===== config.mk =====
export PLATFORM = sky130hd
export DESIGN_NAME = reel_game_ctrl
export DESIGN_NICKNAME = d
export VERILOG_FILES = /design/src/rtl/game_pkg.sv /design/src/rtl/reel_eval.sv /design/src/rtl/reel_game_ctrl.sv
export SDC_FILE = /design/constraint.sdc
export NUM_CORES = 1
export LEC_CHECK = 0
export CORE_ASPECT_RATIO = 0.9
export CORE_UTILIZATION = 39
export CTS_CLUSTER_SIZE = 25
export DETAILED_ROUTE_END_ITERATION = 8
export GPL_TIMING_DRIVEN = 0
export PLACE_DENSITY = 0.66
export SLEW_MARGIN = 20
export SYNTH_ARGS = -nofsm -noshare
export SYNTH_HDL_FRONTEND = slang
export SYNTH_SLANG_ARGS = --single-unit

===== constraint.sdc =====
create_clock -name clk -period 7.7 [get_ports clk]
set_input_delay 0.77 -clock clk [delete_from_list [all_inputs] [get_ports clk]]
set_output_delay 0.77 -clock clk [all_outputs]
set_load 0.01 [all_outputs]

===== src/rtl/game_pkg.sv =====
// Shared types and constants for the win/lose reel game.
package game_pkg;

    typedef enum logic [2:0] {
        ST_IDLE   = 3'd0,
        ST_SPIN1  = 3'd1,
        ST_SPIN2  = 3'd2,
        ST_SPIN3  = 3'd3,
        ST_EVAL   = 3'd4,
        ST_RESULT = 3'd5
    } state_t;

    typedef enum logic [1:0] {
        MATCH_NONE   = 2'd0,
        MATCH_PAIR   = 2'd1,
        MATCH_TRIPLE = 2'd2
    } match_t;

    localparam logic [3:0]  DIGIT_MAX         = 4'd9;
    localparam logic [7:0]  PAYOUT2_DEF       = 8'd2;
    localparam logic [7:0]  PAYOUT3_DEF       = 8'd10;
    localparam logic [31:0] MIN_SPIN_DEF      = 32'd1000;
    localparam logic [31:0] TIMEOUT_DEF       = 32'd5000000;
    localparam logic [31:0] RESULT_CYCLES_DEF = 32'd2000000;

    // The digit counters can briefly read 10 while wrapping; treat that as 0.
    function automatic logic [3:0] clamp_digit(input logic [3:0] d);
        return (d > DIGIT_MAX) ? 4'd0 : d;
    endfunction

endpackage


===== src/rtl/reel_eval.sv =====
// Classifies three latched reels and returns the credit payout.
// Latency: combinational; backpressure: none.
module reel_eval
    import game_pkg::*;
#(
    parameter logic [7:0] PAYOUT2 = PAYOUT2_DEF,
    parameter logic [7:0] PAYOUT3 = PAYOUT3_DEF
) (
    input  logic [3:0] r1,
    input  logic [3:0] r2,
    input  logic [3:0] r3,
    output logic [7:0] payout,
    output logic [1:0] match
);

    always_comb begin
        payout = 8'd0;
        match  = MATCH_NONE;
        if (r1 == r2 && r2 == r3) begin
            payout = PAYOUT3;
            match  = MATCH_TRIPLE;
        end else if (r1 == r2 || r1 == r3 || r2 == r3) begin
            payout = PAYOUT2;
            match  = MATCH_PAIR;
        end
    end

endmodule


===== src/rtl/reel_game_ctrl.sv =====
// Game sequencer: credits, three timed reel stops, evaluation and result display.
// Latency: stop -> disp frozen next cycle, final stop -> win/lose 2 cycles; backpressure: none, pulses outside their state are dropped.
module reel_game_ctrl
    import game_pkg::*;
#(
    parameter logic [31:0] MIN_SPIN      = MIN_SPIN_DEF,
    parameter logic [31:0] TIMEOUT       = TIMEOUT_DEF,
    parameter logic [31:0] RESULT_CYCLES = RESULT_CYCLES_DEF,
    parameter logic [7:0]  PAYOUT2       = PAYOUT2_DEF,
    parameter logic [7:0]  PAYOUT3       = PAYOUT3_DEF
) (
    input  logic       clk,
    input  logic       rst,
    input  logic       coin,
    input  logic       start,
    input  logic       stop,
    input  logic [3:0] count1,
    input  logic [3:0] count2,
    input  logic [3:0] count3,
    output logic [3:0] disp1,
    output logic [3:0] disp2,
    output logic [3:0] disp3,
    output logic [2:0] spinning,
    output logic [7:0] credits,
    output logic       busy,
    output logic       win,
    output logic       lose
);

    state_t          state_q, state_d;
    logic [31:0]     cnt_q, cnt_d;
    logic [7:0]      credits_q, credits_d;
    logic [2:0][3:0] reel_q, reel_d;
    logic [2:0]      spin_q, spin_d;
    logic            win_q, win_d, lose_q, lose_d;

    logic [7:0]      payout, add;
    logic [1:0]      match;
    logic [1:0]      idx;
    logic [3:0]      live;
    logic            stop_evt, start_ok;
    logic [9:0]      credit_sum;

    reel_eval #(
        .PAYOUT2 (PAYOUT2),
        .PAYOUT3 (PAYOUT3)
    ) u_eval (
        .r1     (reel_q[0]),
        .r2     (reel_q[1]),
        .r3     (reel_q[2]),
        .payout (payout),
        .match  (match)
    );

    always_comb begin
        idx  = 2'd0;
        live = count1;
        case (state_q)
            ST_SPIN2: begin idx = 2'd1; live = count2; end
            ST_SPIN3: begin idx = 2'd2; live = count3; end
            default:  ;
        endcase
    end

    assign stop_evt = (stop && (cnt_q >= MIN_SPIN - 32'd1)) || (cnt_q == TIMEOUT - 32'd1);

    always_comb begin
        state_d  = state_q;
        cnt_d    = cnt_q;
        reel_d   = reel_q;
        spin_d   = spin_q;
        win_d    = win_q;
        lose_d   = lose_q;
        start_ok = 1'b0;
        add      = 8'd0;
        case (state_q)
            ST_IDLE: begin
                if (start && credits_q != 8'd0) begin
                    start_ok = 1'b1;
                    state_d  = ST_SPIN1;
                    cnt_d    = 32'd0;
                    spin_d   = 3'b111;
                end
            end
            ST_SPIN1, ST_SPIN2, ST_SPIN3: begin
                if (stop_evt) begin
                    reel_d[idx] = clamp_digit(live);
                    spin_d[idx] = 1'b0;
                    cnt_d       = 32'd0;
                    case (state_q)
                        ST_SPIN1: state_d = ST_SPIN2;
                        ST_SPIN2: state_d = ST_SPIN3;
                        default:  state_d = ST_EVAL;
                    endcase
                end else begin
                    cnt_d = cnt_q + 32'd1;
                end
            end
            ST_EVAL: begin
                add     = payout;
                state_d = ST_RESULT;
                cnt_d   = 32'd0;
                win_d   = (match != MATCH_NONE) && (payout != 8'd0);
                lose_d  = !((match != MATCH_NONE) && (payout != 8'd0));
            end
            ST_RESULT: begin
                if (cnt_q == RESULT_CYCLES - 32'd1) begin
                    state_d = ST_IDLE;
                    cnt_d   = 32'd0;
                    win_d   = 1'b0;
                    lose_d  = 1'b0;
                end else begin
                    cnt_d = cnt_q + 32'd1;
                end
            end
            default: state_d = ST_IDLE;
        endcase
    end

    // Sum in 10 bits so coin, payout and the start debit net out before saturating.
    assign credit_sum = {2'b00, credits_q} + {9'd0, coin} + {2'b00, add} - {9'd0, start_ok};
    assign credits_d  = (credit_sum > 10'd255) ? 8'hFF : credit_sum[7:0];

    always_ff @(posedge clk) begin
        if (rst) begin
            state_q   <= ST_IDLE;
            cnt_q     <= 32'd0;
            credits_q <= 8'd0;
            reel_q    <= '0;
            spin_q    <= 3'b000;
            win_q     <= 1'b0;
            lose_q    <= 1'b0;
        end else begin
            state_q   <= state_d;
            cnt_q     <= cnt_d;
            credits_q <= credits_d;
            reel_q    <= reel_d;
            spin_q    <= spin_d;
            win_q     <= win_d;
            lose_q    <= lose_d;
        end
    end

    assign disp1    = spin_q[0] ? clamp_digit(count1) : reel_q[0];
    assign disp2    = spin_q[1] ? clamp_digit(count2) : reel_q[1];
    assign disp3    = spin_q[2] ? clamp_digit(count3) : reel_q[2];
    assign spinning = spin_q;
    assign credits  = credits_q;
    assign busy     = (state_q != ST_IDLE);
    assign win      = win_q;
    assign lose     = lose_q;

endmodule

==> metrics.yaml <==
grt_start_max_net_pins: 11
clock-sinks: 60
register_area_sq_mm: 0.00120
commonest_cells_after_routing_fill_and_taps_aside: "nor2_1 (62), dfxtp_1 (60), clkdlybuf4s50_1 (41)"
initial_core_util_pct: 41.1
slew_of_the_pin_with_the_lowest_slew_margin_ps: 930
diodes: 0
max-cap-violations: 0
ioPinCount: 43
multi_input_area_sq_mm: 0.00218
synthArstFlopShare_pct: 0
worst_path_required_time_ps: 7970
final_net_count: 530
cts_made_buffers: 9
fin_worst_hold_slack_ps: 469
crit_fanout: 7
post_route_cells_drive_above_1_share_pct: 5.18
path_clk_slew_ps: 70
grt_setup_unrepaired: "false"
clk_root_buffer_cell: "clkbuf_8"
die_h_microns: 93.2
drtAntennaViolNets: 0
max_clock_freq_ghz: 0.241
mappedNetlistNets: 478
cts_max_level: 3
avgRoutedWirePerCell_microns: 14.0
power_uw: 1090
place_congestion: 0.864
p_seq_share_pct: 33.2
post_drt_via_cell_ratio: 5.25
synth_area_leaders: "dfxtp_1 (33%), xor2_1 (7.3%), nor2_1 (6.5%), ha_1 (5.2%), mux2i_1 (4.7%)"
post-synth-top-area-cell: "dfxtp_1"
io_buffers: 41
setup_total_negative_slack_ps: 0
finalHoldViolations: 0
via_count: 3263
postCtsSetupBuffers: 0
post-route-period-util_pct: 53.9
cts_tree: "done"
synth_largest_type_area_fraction_pct: 33.3
final_common_cell: "nor2_1"
crit_path_end_kind: "flip-flop"
cts_buffer_depth: 2
initial_antenna_violation_count: 0
final-setup-viol-count: 0
crit_arrival_ps: 4420
skew_ps: 8.40
synth_flop_cell: "dfxtp_1"
net-switching-power_uw: 389
die_w_microns: 103
dpl.hpwl_microns: 6530
cell_internal_pwr_uw: 702
dieArea_sq_mm: 0.00963
synthesis.yosys.warnings: 0
worst_setup_path_start_kind: "flip-flop"
total_leakage_power_uw: 0.00171
slew_headroom_pct: 37.6
post_cts_hold_buffer_count: 0
run_status: "completed"
globalRouteTotalUtil_pct: 19.9
grt_first_pass_wirelength_microns: 14900
synth_sequential_area_ratio_pct: 33.3
synth.avg_cell_area_sq_um: 8.10
layout_min_cycle_time_ps: 4150
vias_in_the_first_global_route: 3172
post_synth_num_cell_types: 51
area_growth_pct: 21.1
detail_route.iter0.violations: 149
detail_route.drc_violations: 0
clk-insertion-delay-late_ps: 350
sw_frac_of_total_pct: 35.7
placement_rows: 32
wl_microns: 8720
criticalPathCategory: "reg -> reg"
core_area_sq_mm: 0.00877
vdd_ir_max_v: 0.000210
detail_route.first_pass.iterations: 5
flops_latches_synth: 60
netlist_area_sq_mm: 0.00361
slew_viol_final: 0
synth-edff-count: 0
fillers: 863
combPwrFrac_pct: 40.2
gates_resized_cts_repair: 0
syn_inst: 445
power_density_mw_per_mm2: 250
hold_path.class: "reg -> reg"
power.share.clock_pct: 26.6
grt_remaining_overflow: 0
[power groups by stage]
stage               clock [uW]  sequential [uW]  combinational [uW]
detailed placement           0              369                 432
finish                     290              362                 438
global route               317              365                 496
floorplan                    0              374                 292
global placement             0              367                 425
CTS                        299              362                 438
[per-layer routing]
layer	share of wire (%)	vias to the layer above	GRT usage (%)
met5	0	-	0
met4	0.95	0	5.52
met3	5.0	7	6.58
met2	48	69	31.2
met1	46	1531	25.9
li1	-	1656	-
[state kept, by name, indices dropped and copies added, names as in the netlist]
register  flops
cnt_q        32
reel_q       12
spinning      3
win           1
lose          1
state_q       3
credits       8
[cell type report]
type	count	area share (%)
timing repair buffer	41	9.40
clock buffer	12	3.55
tap	119	3.41
inverter	37	3.18
buffer	17	1.86
multi-input combinational	331	50.0
clock inverter	4	1.09
sequential	60	27.5
[Yosys cell counts (all sizes together), types with 3 or more instances]
cell	number
nor2	62
dfxtp	60
inv	37
xor2	30
nand2	29
nand3	18
a21oi	17
mux2i	17
o21ai	17
ha	15
xnor2	14
clkbuf	13
nand4	12
and3	11
nand2b	10
nor3	9
a31oi	7
nor4	7
o22ai	7
and2	5
or3	5
and4	4
buf	4
a21o	3
nor2b	3
o32ai	3
[critical path, stage by stage, from the launching register on]
cell and delay, ps:
dfxtp_1 350, xor2_1 170, nor4_1 490, nor3_1 140, nand3b_1 220, ha_1 350
inv_1 60, ha_1 290, a21o_1 180, a21oi_1 220, o21ai_0 140, a2111oi_0 790
o21ai_1 400, a31oi_1 260
[final timing paths]
path	from	end	slack [ps]	depth (start not counted)
max	reel_q[1]	credits[1]	3550	13
min	win	win	470	2
max reg2reg	reel_q[1]	credits[1]	3550	13
min reg2reg	win	win	470	2
[through the flow]
stage | utilization, % | setup WS (ps) | area, sq um | std cells
6_report | 49.8 | 3550 | 4370 | 621
2_1_floorplan | - | 4370 | 3610 | 445
4_1_cts | 49.8 | 3620 | 4370 | 621
5_1_grt | 49.8 | 3200 | 4370 | 621
3_5_place_dp | 47.5 | 3310 | 4170 | 605
3_3_place_gp | 47.5 | 3380 | 4170 | 605
[logic make-up after synthesis]
group | share of synthesized area (%)
simple gates | 26.3
compound gates | 13.2
flops | 33.3
buf+inv | 6.11
xor+xnor | 10.7
mux | 4.72
fa+ha+maj | 5.76
(Power assumes the default switching activity.)
==> patch 1, RTL diff (config.mk and constraints unchanged) <==
Encoding of `state_t`: now one-hot (6 bits for 6 states).
--- a/src/rtl/game_pkg.sv
+++ b/src/rtl/game_pkg.sv
@@ -1,13 +1,13 @@
 // Shared types and constants for the win/lose reel game.
 package game_pkg;
 
-    typedef enum logic [2:0] {
-        ST_IDLE   = 3'd0,
-        ST_SPIN1  = 3'd1,
-        ST_SPIN2  = 3'd2,
-        ST_SPIN3  = 3'd3,
-        ST_EVAL   = 3'd4,
-        ST_RESULT = 3'd5
+    typedef enum logic [5:0] {
+        ST_IDLE   = 6'b000001,
+        ST_SPIN1  = 6'b000010,
+        ST_SPIN2  = 6'b000100,
+        ST_SPIN3  = 6'b001000,
+        ST_EVAL   = 6'b010000,
+        ST_RESULT = 6'b100000
     } state_t;
 
     typedef enum logic [1:0] {
Formal check against the unedited RTL: no difference found for any inputs over 10 cycles, from zero or initial values and one cycle with rst high; not proved beyond that.
==> patch 1 against the unedited design <==
  * Setup slack worse by 0.35 ns
  * Final area grew 6.0%
  * Maximum frequency shrank 7.9%
  * Routed wire length up 10%
  * Area after synthesis up 7.2%
  * Sequential cell count is 3 higher
  * Non-clock buffer count is 4 higher
  * Worst hold slack better by 0.011 ns
  * Via count rose by 11%
  * Power grew 5.8%
  * Count of clock-buffer cells in the layout is 1 higher
  * Largest cell class unchanged
  * The run now ends with DRC left
  * First-iteration DRC count increased by 67%
==> patch 1: results (changes against the unedited design) <==
* Clock buf count at 13 (was 12)
* Cell Area, Placed at 4430 um2 (was 4170 um2)
* Gr usage total at 19.9% (about the same)
* R2R Path Start: state_q[1] (was reel_q[1])
* Drc violations at 1 (was 0)
* Drt first pass iters at 6 (was 5)
* Vias at 3623 (was 3263)
* Drt wl/cell at 14.4 um (was 14.0 um)
* Non-CTS buffers at 62 (was 58)
* Int Power at 0.734 mW (was 0.702 mW)
* Detail Placement HPWL at 7.35 mm (was 6.53 mm)
* CP max-delay cell: or4_1 (was a2111oi_0)
* Clock tree cell share of total cell area at 4.13% (was 4.64%)
* Area occupied by multi-input gates at 2370 um2 (was 2180 um2)
* FF-to-FF path depth at 16 (was 13)
* Top cells by area, synth: dfxtp_1 (33%), xor2_1 (7.9%), nor2_1 (5.2%) (was dfxtp_1 (33%), xor2_1 (7.3%), nor2_1 (6.5%))
* Wl on met1 at 4.75 mm (was 4.05 mm)
* First-pass GRT wire length at 15.8 mm (was 14.9 mm)
* Met3 Routed Length at 514 um (was 434 um)
* Seq area share at 27.2% (was 27.5%)
* Number of global-route vias before repair at 3332 (was 3172)
* Gpl congestion at 0.857 (was 0.864)
* Starting DRT DRC Count at 249 (was 149)
* Reg2reg end: credits[6] (was credits[1])
* Fill cells at 957 (was 863)
* Worst clock skew at 0.0113 ns (was 0.00840 ns)
* Failing checks: DRC
* Distinct cells, synth at 60 (was 51)
* Final wirelength at 9.61 mm (was 8.72 mm)
* Worst path max stage delay at 0.62 ns (was 0.79 ns)
* CP Data Arrival Time at 4.70 ns (was 4.42 ns)
* Cell family with most CP delay: simple AND/OR/NAND/NOR gates (was compound AO/OA/AOI/OAI gates)
* Non-clk buf share at 11.2% (was 11.3%)
* Row count at 34 (was 32)
* CP max FO at 9 (was 7)
* Avg Inst Size Synth at 7.99 um2 (was 8.10 um2)
* Status: finished with violations (was completed)
* Placed Cells at 651 (was 605)
* Leakage at 1.81 nW (was 1.71 nW)
* Finished layout cell area at 4630 um2 (was 4370 um2)
* Met2 wire len at 4.29 mm (was 4.15 mm)
* Peak VDD IR at 0.294 mV (was 0.210 mV)
* Multi-In Gates at 365 (was 331)
* Post-route setup slack at 3.20 ns (was 3.55 ns)
* Pre-CTS setup slack at 2.88 ns (was 3.31 ns)
* CTS sink count at 63 (was 60)
patch 1: cell types whose count changed after synthesis, moves of 5 or more:
cell and delta:
a31oi_1 +7, nor3_1 +5, mux2_2 +7, nand2_1 +9
nor2b_1 +8, mux2i_1 -15, xor2_1 +5, xnor2_1 -9
nor2_1 -8, o31ai_1 +5, nand3_1 +6, or3_1 +5
o21ai_0 +6
patch 1: worst min-delay path, cell delays in order, from the launching register on:
cell     delay (ns)
dfxtp_1        0.31
nand3_1        0.06
a21oi_1        0.06
patch 1: how the worst max path moves through the flow:
stage | start | to | depth (start not counted)
3_3_place_gp | start | credits[6] | 16
3_5_place_dp | start | credits[6] | 16
5_1_grt | state_q[1] | credits[4] | 16
2_1_floorplan | state_q[1] | credits[2] | 16
6_report | state_q[1] | credits[6] | 16
4_1_cts | state_q[1] | credits[6] | 16
patch 1: layer usage:
layer  vias up  track usage [%]
li1       1822                -
met1      1724             27.3
met3         7             5.63
met2        70             30.3
met4         0             5.59
met5         -                0
patch 1: power by group through the flow:
stage	clock network (mW)	logic (mW)	registers, mW
floorplan	0	0.327	0.392
global placement	0	0.473	0.384
detailed placement	0	0.487	0.384
CTS	0.292	0.492	0.378
global route	0.308	0.553	0.382
finish	0.284	0.492	0.378
patch 1: cells by family after synthesis:
| logic type | Yosys count | synth area share, % |
|---|---|---|
| fa+ha+maj | 16 | 5.37 |
| xor+xnor | 40 | 9.06 |
| simple gates | 208 | 27.8 |
| buf+inv | 56 | 6.25 |
| compound gates | 92 | 16.3 |
| mux | 9 | 2.56 |
| flops | 63 | 32.6 |
==> patch 2, RTL diff (same settings) <==
Made on the original files. Set the package constant `RESULT_CYCLES_DEF` to 32'd1000000 (it was 32'd2000000).
--- a/src/rtl/game_pkg.sv
+++ b/src/rtl/game_pkg.sv
@@ -21,7 +21,7 @@
     localparam logic [7:0]  PAYOUT3_DEF       = 8'd10;
     localparam logic [31:0] MIN_SPIN_DEF      = 32'd1000;
     localparam logic [31:0] TIMEOUT_DEF       = 32'd5000000;
-    localparam logic [31:0] RESULT_CYCLES_DEF = 32'd2000000;
+    localparam logic [31:0] RESULT_CYCLES_DEF = 32'd1000000;
 
     // The digit counters can briefly read 10 while wrapping; treat that as 0.
     function automatic logic [3:0] clamp_digit(input logic [3:0] d);
Formal check against the unedited RTL: no difference found for any inputs over 10 cycles, from zero or initial values and one cycle with rst high; that may be too few to reach the edited logic, so the function may still have changed.
==> patch 2 against the unedited design <==
  * Maximum frequency is 3.3% lower
  * Routed wire length is 3.3% lower
  * First-iteration DRC count is 28% lower
  * Clock skew hardly changed
  * Power is 5.5% higher
  * Count of clock-buffer cells in the layout is 2 lower
  * Worst hold slack worse by 0.0028 ns
  * Sequential cell count stayed put
  * Final area is 0.49% lower
  * Highest routed layer unchanged
  * Die area is 0.91% lower
  * Largest cell class unchanged
  * Critical path depth is 5 higher
  * Critical path type unchanged
  * Clock power is 6% higher
  * Setup slack worse by 0.14 ns
  * Area after synthesis is 0.94% lower
==> patch 2: results (changes against the unedited design) <==
* Measured slew at the worst slew-check pin at 0.768 ns (was 0.930 ns)
* Worst path max stage delay at 0.54 ns (was 0.79 ns)
* Via/cell ratio at 5.10 (was 5.25)
* Drt wl/cell at 13.5 um (was 14.0 um)
* FF-to-FF path depth at 18 (was 13)
* Async SR Flop Fraction at 0% (unchanged)
* CP max FO at 6 (was 7)
* Drt first pass iters at 6 (was 5)
* Seq/Total Area, Yosys at 33.6% (was 33.3%)
* R2R Setup Slk at 3.41 ns (was 3.55 ns)
* Nets at 532 (was 530)
* Largest register FFs at 32 (unchanged)
* IO Port Bufs at 42 (was 41)
* Core area at 8730 um2 (was 8770 um2)
* Post-synthesis adder-cell area fraction at 5.81% (was 5.76%)
* Synth top cells by count: nor2_1 (64), dfxtp_1 (60), inv_1 (37), nand2_1 (37), xor2_1 (36) (was nor2_1 (62), dfxtp_1 (60), inv_1 (37))
* Xor and xnor area share after synthesis at 11.0% (was 10.7%)
* H-tree levels at 3 (unchanged)
* Layout cell share with drive strength beyond 1 at 6.56% (was 5.18%)
* Status: completed (unchanged)
* Hold slack final at 0.466 ns (was 0.469 ns)
* Total nets after synthesis at 479 (was 478)
* Gpl congestion at 0.829 (was 0.864)
* CP Data Arrival Time at 4.48 ns (was 4.42 ns)
* Starting DRT DRC Count at 107 (was 149)
* Number of global-route vias before repair at 3100 (was 3172)
* First-pass GRT wire length at 14.5 mm (was 14.9 mm)
* Fill cells at 907 (was 863)
* Worst clock skew at 0.00869 ns (was 0.00840 ns)
* Mux cell area share after synthesis at 5.11% (was 4.72%)
* Gr usage total at 19.5% (was 19.9%)
* CP max-delay cell: mux2i_1 (was a2111oi_0)
* Detail Placement HPWL at 6.21 mm (was 6.53 mm)
* Leakage at 1.81 nW (was 1.71 nW)
* Distinct cells, synth at 56 (was 51)
* Synth Area in Compound Gates at 12.4% (was 13.2%)
* R2R Path Start: credits[7] (was reel_q[1])
* Avg Inst Size Synth at 8.01 um2 (was 8.10 um2)
* Largest net degree at the start of global routing at 11 (unchanged)
* Top cells by area, synth: dfxtp_1 (34%), xor2_1 (8.8%), nor2_1 (6.7%) (was dfxtp_1 (33%), xor2_1 (7.3%), nor2_1 (6.5%))
-- patch 2: layout make-up --
type / count / area share [%]
inverters: 38 / 3.28
clock inverters: 5 / 1.78
well taps: 119 / 3.43
plain buffers: 20 / 2.27
flip-flops and latches: 60 / 27.6
multi-input cells: 328 / 49.0
clock buffers: 10 / 2.94
repair buffers: 42 / 9.67
-- patch 2: worst register-to-register path: cells and delay by family, from the launching register on --
kind	cells	cell delay, ns
adders and majority gates	4	0.85
DFF	1	0.38
and+or+nand+nor	3	0.43
buffers and inverters	4	0.32
muxes	1	0.54
AOI/OAI and AO/OA	6	1.61
-- patch 2: worst max path at each step --
stage | from | end | slack (ns) | cells after the start
after floorplan | credits[7] | credits[1] | 4.29 | 18
after global placement | start | credits[1] | 3.38 | 16
after detailed placement | start | credits[1] | 3.30 | 16
after CTS | credits[7] | credits[1] | 3.41 | 18
after global routing | credits[7] | credits[1] | 3.09 | 18
final | credits[7] | credits[1] | 3.41 | 18
-- patch 2: cells by family (layout without fill, tap and decap cells) --
logic type / Yosys count / after routing
simple gates: 185 / 185
compound gates: 64 / 64
flops: 60 / 60
buf+inv: 58 / 115
xor+xnor: 45 / 45
mux: 18 / 18
fa+ha+maj: 16 / 16
-- patch 2: layer usage --
layer | wire length (um) | vias to the layer above | share of wire, % | global-route usage (%)
met4 | 119 | 0 | 1.4 | 7.98
met5 | 0 | - | 0 | 0
met2 | 3710 | 55 | 44 | 30.4
met1 | 4290 | 1465 | 51 | 26.3
met3 | 313 | 12 | 3.7 | 3.62
li1 | - | 1640 | - | -
-- patch 2: where the power goes --
part	switching (mW)	internal, mW	total (mW)
clock	0.126	0.179	0.306
sequential	0.0258	0.341	0.367
combinational	0.256	0.222	0.478
-- patch 2: per-stage QoR --
stage               util (%)  setup WS [ns]  cell area [um2]  std cells  total power, mW
floorplan                  -           4.29             3570        446            0.704
global placement        47.4           3.38             4140        607            0.834
detailed placement      47.4           3.30             4140        607            0.846
CTS                     49.8           3.41             4350        622             1.16
global route            49.8           3.09             4350        622             1.23
finish                  49.8           3.41             4350        622             1.15
